## config.mk

```make
export PLATFORM = sky130hd
export DESIGN_NAME = b04_lbist_ctrl
export DESIGN_NICKNAME = d
export VERILOG_FILES = /design/src/rtl/b04_lbist_pkg.sv /design/src/rtl/b04_lbist_lfsr.sv /design/src/rtl/b04_lbist_ctrl.sv
export SDC_FILE = /design/constraint.sdc
export NUM_CORES = 1
export LEC_CHECK = 0
export BUFFER_PORTS_ARGS = -buffer_cell sky130_fd_sc_hd__clkbuf_2
export CORE_MARGIN = 2
export CORE_UTILIZATION = 51
export CTS_CLUSTER_DIAMETER = 100
export CTS_CLUSTER_SIZE = 20
export DETAILED_ROUTE_END_ITERATION = 6
export PLACE_DENSITY = 0.7
export SYNTH_ARGS = -nofsm -noshare
export SYNTH_HDL_FRONTEND = slang
export SYNTH_HIERARCHICAL = 1
export SYNTH_SLANG_ARGS = --single-unit
```

## constraint.sdc

```tcl
create_clock -name CLOCK -period 2.6 [get_ports CLOCK]
set_input_delay 0.39 -clock CLOCK [delete_from_list [all_inputs] [get_ports CLOCK]]
set_output_delay 0.39 -clock CLOCK [all_outputs]
set_load 0.02 [all_outputs]
```

## src/rtl/b04_lbist_pkg.sv

```systemverilog
// Shared types and constants for the b04 logic BIST controller.
// Holds the FSM encoding, LFSR polynomial, seed and step function.
package b04_lbist_pkg;

  localparam int SIG_W = 16;

  localparam logic [SIG_W-1:0] LFSR_TAPS = 16'hB400;
  localparam logic [SIG_W-1:0] LFSR_SEED = 16'hACE1;

  typedef enum logic [2:0] {
    S_IDLE,
    S_SHIFT,
    S_LAUNCH,
    S_CAPTURE,
    S_UNLOAD,
    S_DONE
  } state_t;

  // x^16+x^14+x^13+x^11+1, feedback enters bit 0
  function automatic logic [SIG_W-1:0] lfsr_step(
    input logic [SIG_W-1:0] v,
    input logic [1:0]       xin
  );
    logic [SIG_W-1:0] s;
    s    = {v[SIG_W-2:0], ^(v & LFSR_TAPS)};
    s[0] = s[0] ^ xin[0];
    s[8] = s[8] ^ xin[1];
    return s;
  endfunction

endpackage

```

## src/rtl/b04_lbist_lfsr.sv

```systemverilog
// 16-bit Fibonacci LFSR with two serial XOR-in taps.
// Serves as pattern generator (xin tied low) or as MISR.
module b04_lbist_lfsr
  import b04_lbist_pkg::*;
#(
  parameter logic [SIG_W-1:0] RST_VAL = '0
) (
  input  logic             clk,
  input  logic             rst_n,
  input  logic             en,
  input  logic             load,
  input  logic [SIG_W-1:0] seed,
  input  logic [1:0]       xin,
  output logic [SIG_W-1:0] q
);

  always_ff @(posedge clk or negedge rst_n) begin
    if (!rst_n) begin
      q <= RST_VAL;
    end else if (load) begin
      q <= seed;
    end else if (en) begin
      q <= lfsr_step(q, xin);
    end
  end

endmodule

```

## src/rtl/b04_lbist_ctrl.sv

```systemverilog
// LOC logic BIST controller for the b04 core: two scan chains,
// PRPG-driven loads and MISR compaction of the unloaded responses.
module b04_lbist_ctrl
  import b04_lbist_pkg::*;
#(
  parameter int CHAIN_LEN = 33,
  parameter int PATTERNS  = 256
) (
  input  logic             CLOCK,
  input  logic             RESET,
  input  logic             start,
  input  logic [SIG_W-1:0] golden,
  output logic             test_se,
  output logic             test_si1,
  output logic             test_si2,
  input  logic             test_so1,
  input  logic             test_so2,
  output logic             busy,
  output logic             done,
  output logic             pass,
  output logic [SIG_W-1:0] signature
);

  localparam int SW = $clog2(CHAIN_LEN);
  localparam int PW = $clog2(PATTERNS + 1);

  localparam logic [SW-1:0] SH_LAST  = SW'(CHAIN_LEN - 1);
  localparam logic [PW-1:0] PAT_LAST = PW'(PATTERNS - 1);

  state_t           state;
  state_t           state_n;
  logic [SW-1:0]    sh_cnt;
  logic [PW-1:0]    pat_cnt;
  logic             go;
  logic             sh_last;
  logic             pat_last;
  logic             prpg_en;
  logic             misr_en;
  logic [SIG_W-1:0] prpg;
  logic [SIG_W-1:0] prpg_n;

  assign go       = start && (state == S_IDLE || state == S_DONE);
  assign sh_last  = (sh_cnt == SH_LAST);
  assign pat_last = (pat_cnt == PAT_LAST);
  assign prpg_en  = (state == S_SHIFT);

  // first load carries no response, so compaction starts at pattern 1
  assign misr_en = (state == S_SHIFT && pat_cnt != '0) ||
                   (state == S_UNLOAD);

  always_comb begin
    state_n = state;
    unique case (state)
      S_IDLE,
      S_DONE:    if (go) state_n = S_SHIFT;
      S_SHIFT:   if (sh_last) state_n = S_LAUNCH;
      S_LAUNCH:  state_n = S_CAPTURE;
      S_CAPTURE: state_n = pat_last ? S_UNLOAD : S_SHIFT;
      S_UNLOAD:  if (sh_last) state_n = S_DONE;
      default:   state_n = S_IDLE;
    endcase
  end

  // value the PRPG will hold next cycle, so scan-in can be registered
  always_comb begin
    prpg_n = prpg;
    unique case (1'b1)
      go:      prpg_n = LFSR_SEED;
      prpg_en: prpg_n = lfsr_step(prpg, 2'b00);
      default: prpg_n = prpg;
    endcase
  end

  always_ff @(posedge CLOCK or negedge RESET) begin
    if (!RESET) begin
      state    <= S_IDLE;
      sh_cnt   <= '0;
      pat_cnt  <= '0;
      test_se  <= 1'b0;
      test_si1 <= 1'b0;
      test_si2 <= 1'b0;
      busy     <= 1'b0;
      done     <= 1'b0;
    end else begin
      state    <= state_n;
      test_se  <= (state_n == S_SHIFT) || (state_n == S_UNLOAD);
      busy     <= state_n inside {S_SHIFT, S_LAUNCH,
                                  S_CAPTURE, S_UNLOAD};
      done     <= (state_n == S_DONE);
      test_si1 <= (state_n == S_SHIFT) && prpg_n[0];
      test_si2 <= (state_n == S_SHIFT) && prpg_n[8];
      if (go) begin
        sh_cnt  <= '0;
        pat_cnt <= '0;
      end else begin
        if (state == S_SHIFT || state == S_UNLOAD) begin
          sh_cnt <= sh_last ? '0 : sh_cnt + SW'(1);
        end
        if (state == S_CAPTURE) begin
          pat_cnt <= pat_cnt + PW'(1);
        end
      end
    end
  end

  b04_lbist_lfsr #(
    .RST_VAL(LFSR_SEED)
  ) u_prpg (
    .clk  (CLOCK),
    .rst_n(RESET),
    .en   (prpg_en),
    .load (go),
    .seed (LFSR_SEED),
    .xin  (2'b00),
    .q    (prpg)
  );

  b04_lbist_lfsr #(
    .RST_VAL('0)
  ) u_misr (
    .clk  (CLOCK),
    .rst_n(RESET),
    .en   (misr_en),
    .load (go),
    .seed ('0),
    .xin  ({test_so2, test_so1}),
    .q    (signature)
  );

  assign pass = done && (signature == golden);

endmodule

```

### Yosys cells after proc, flatten, opt, wreduce, memory -nomap -nowiden

Cells that the tools add are included.

| word-level totals | value |
|---|---|
| flip-flop bits (word level) | 55 |
| input port bits | 21 |
| output and inout bits | 22 |
| word-level logic and storage cells | 61 |

| cells by class | value |
|---|---|
| add/sub/neg operators | 2 |
| equality and inequality tests | 13 |
| mux-type cells | 15 |
| bitwise operators | 2 |
| reduce and logical (&&, ||, !) cells | 19 |

Operator list:

| operator | number |
|---|---|
| $mux 16 | 4 |
| $reduce_xor 16->1 | 2 |
| $mux 6 | 3 |
| $mux 9 | 2 |
| $pmux 9 s2 | 1 |
| $eq 16x16->1 | 1 |
| $pmux 3 s5 | 1 |
| $eq 3x2->1 const B | 4 |
| $eq 3x3->1 const B | 4 |
| $mux 3 | 4 |
| $add 9x1->9 const B | 1 |
| $eq 9x8->1 const B | 1 |
| $reduce_bool 9->1 | 1 |
| $reduce_bool 2->1 | 4 |
| $add 6x1->6 const B | 1 |
| $eq 3x1->1 const B | 2 |
| $eq 6x6->1 const B | 1 |
| $logic_and 1x1->1 | 5 |
| $logic_or 1x1->1 | 4 |
| $reduce_bool 4->1 | 1 |
| $logic_not 3->1 | 1 |
| $reduce_or 2->1 | 1 |
| $xor 1x1->1 | 2 |

### Longest topological paths before layout

| depth | value |
|---|---|
| depth in word-level cells | 7 |
| gate-level depth with buffers | 11 |
| gate-level depth less buffers | 9 |

### Hierarchy

The synthesis kept the hierarchy.

Modules (own cells, without submodules):

| module | instances | cells an instance | area an instance (um2) | sequential area each (um2) |
|---|---|---|---|---|
| b04_lbist_ctrl | 1 | 166 | 1515.2 | 575.6 |
| b04_lbist_lfsr (u_prpg) | 1 | 74 | 795.8 | 410.4 |
| b04_lbist_lfsr (u_misr) | 1 | 74 | 785.8 | 400.4 |

### Least setup slack after synthesis

OpenSTA, ideal clock, no wires.

| timing | value |
|---|---|
| kind | register -> output |
| start | register u_misr.q[14] |
| end | output pass |
| data arrival time | 1.697 ns |
| data required time | 2.210 ns |
| slack | 0.513 ns |
| cell stages (with the launch flop) | 5 |
| path buffers | 0 |
| cells stage by stage | dfrtp_1 -> xor2_1 -> nor4_1 -> nand4_1 -> nor4_1 |

| between the ends | value |
|---|---|
| cells in the longest elaborated chain, start to end | 2 |

RTL lines:

| item | line | source |
|---|---|---|
| start: declaration | b04_lbist_lfsr.sv:14 | `output logic [SIG_W-1:0] q` |
| start signal: assignment | b04_lbist_lfsr.sv:23 | `q <= lfsr_step(q, xin);` |
| $eq 16x16->1 | b04_lbist_ctrl.sv:130 | `assign pass = done && (signature == golden);` |
| $logic_and 1x1->1 | b04_lbist_ctrl.sv:130 |  |
| end: declaration | b04_lbist_ctrl.sv:20 | `output logic pass,` |

No other way between the ends.

### Worst setup path after layout

| timing | value |
|---|---|
| start | register u_misr.q[0] |
| end | output pass |

The elaborated chain is that of the path after synthesis.

==> reports/results.txt <==
status - complete, no violations
Avg Cell Area, Syn - 9.86 um2
DRC viols - 0
TNS Setup - 0 ns
Synth cell types - 47
final worst slack - 0.422 ns
I/O pin count - 43
# hold bufs at CTS - 0
# resized after CTS - 0
Max Slew Vio Count - 0
Worst Skew - 0.00652 ns
height of the die - 81.9 um
vias in the first global route - 2190
top cells by instance count after synthesis - dfrtp_1 (47), nand2_1 (47), mux2i_1 (31), o21ai_0 (31), xnor2_1 (19)
CTS tree - built
final instance area - 0.00362 mm2
P per Cell Area - 1100 mW/mm2
clock sink count - 55
clk root buf - clkbuf_8
Clk network pwr share - 12.6%
grt total ovfl - 0
Storage cell area - 0.00139 mm2
clk slew on worst S/H paths - 0.09 ns
Routed WL - 5.79 mm
hpwl dp - 4.29 mm
gpl congestion - 0.802
DRT Pass-1 Iters - 4
share of layout cells above drive strength 1 - 19.7%
insertion delay to the later sink of the worst-skew pair - 0.30 ns
post-place instance area - 0.00352 mm2
switch share - 40.0%
Syn. warnings - 6
Synth top area share - 38.0%
Hold Slack - 0.0482 ns
kind of critical path - reg -> out
initial cell density of the core - 52.6%
die span in x - 81.9 um
Hold Crit Class - in -> async
RSZ-0062 raised after global routing - false
Yosys reg bits - 55
Post-CTS Repair Setup Buffers - 0
fin nets - 416
crit path DAT - 1.79 ns
DIE AREA - 0.00671 mm2
FILL cells - 513
CP required - 2.21 ns
Logic pwr share - 47.6%
Peak VDD IR - 0.585 mV
Multi-input gate area - 0.00170 mm2
H-tree depth - 2
final period utilization - 83.8%
core area - 0.00589 mm2
Total GRT Usage - 19.4%
final hold violation count - 0
post-synthesis sequential area ratio - 44.8%
vias per inst - 4.92
Worst Tran Pin Value - 0.535 ns
CTS buffer count - 5
n_diodes - 0
final setup vio count - 0
share of total power in sequential cells - 39.8%
vias - 2292
slew margin rel. - 64.3%
Synth Flop Type - dfrtp_1
Tmin final - 2.18 ns
Critical Path Sink Type - primary output
area leader, netlist - dfrtp_1
Fmax achieved - 459 MHz
P&R area growth vs syn - 16.8%
Mapped Area - 0.00310 mm2
number of max-cap violations - 0
Gate Count Post-Synth - 314
asr flop ratio synth - 100%
Worst Setup Start Kind - flip-flop
clk buf depth - 2
first-pass GRT wire length - 9.96 mm
Leak Pwr - 1.70 nW
largest net degree at the start of global routing - 30
antenna viol nets, final - 0
EDFF count, synth - 0
top cells by area, synth - dfrtp_1 (38%), mux2i_1 (10%), dfstp_2 (6.8%)
Avg WL per Cell - 12.4 um
First DRT Iteration DRCs - 74
FP Rows - 28
internal power - 2.40 mW
Placement Setup Slack - 0.511 ns
initial antenna violation count - 0
switching power - 1.60 mW
number of I/O port buffers - 42
critical path fanouts, max - 4
==> metal layers <==
metal / GRT usage, % / wire length [um]
met5: 0 / 0
met4: 5.50 / 68
met3: 3.74 / 140
met2: 30.1 / 2710
met1: 27.7 / 2870
==> placed cells by master, fill, tap and decap left out, types with 6 or more instances in the layout <==
cell type	n
clkbuf_8	7
dfrtp_1	47
o21ai_0	31
inv_1	10
clkbuf_2	42
nor2_1	13
a21oi_1	9
nand2_1	47
mux2i_1	31
buf_4	11
dfstp_2	8
xnor2_1	19
xor2_1	10
conb_1	34
nor3_1	6
==> per-stage QoR <==
step                util, %  power [mW]  instances
global placement       59.8        3.46        458
floorplan                 -        3.03        346
detailed placement     59.8        3.52        458
global route           61.5        4.35        466
finish                 61.5        4.00        466
CTS                    61.5        4.05        466
==> critical path, stage by stage (launching register included) <==
cell and delay (ns):
dfrtp_1 0.45, xor2_1 0.17, nor4_1 0.29, nand4_1 0.14, nor4_1 0.23, clkbuf_2 0.21
==> sequential cells by signal, summed over array words and instances (netlist names) <==
name,cells
busy,1
done,1
pat_cnt,9
sh_cnt,6
state,3
test_se,1
test_si1,1
test_si2,1
u_misr/q,16
u_prpg/q,16
==> logic make-up after synthesis <==
family | synth area share [%]
muxes | 10.0
and+or+nand+nor | 17.4
AOI/OAI and AO/OA | 11.5
adders and majority gates | 2.02
other | 0.243
DFF | 44.8
xor gates and xnor gates | 9.74
buffers and inverters | 4.28
==> worst paths after layout <==
path / slack, ns / cells past startpoint / to / startpoint
setup / recovery: 0.42 / 5 / pass / u_misr/q[0]
hold / removal: 0.05 / 1 / u_prpg/q[14] / RESET
setup reg to reg: 0.52 / 8 / test_se / pat_cnt[1]
hold reg to reg: 0.50 / 1 / sh_cnt[5] / sh_cnt[5]
max in group asynchronous: 1.85 / 2 / u_prpg/q[6] / RESET
min in group CLOCK: 0.44 / 3 / busy / start
==> cell type report <==
type | count | area share (%)
Clock buffer | 8 | 2.77
Sequential cell | 55 | 38.3
Timing Repair Buffer | 53 | 8.09
Tap cell | 75 | 2.59
Multi-Input combinational cell | 263 | 47.0
Inverter | 12 | 1.24
==> power by group through the flow <==
stage	logic, mW	clock network [mW]	registers, mW
global placement	1.86	0	1.60
finish	1.90	0.505	1.59
floorplan	1.33	0	1.70
global route	2.14	0.560	1.65
detailed placement	1.91	0	1.61
CTS	1.92	0.530	1.60
(Power assumes the default switching activity.)
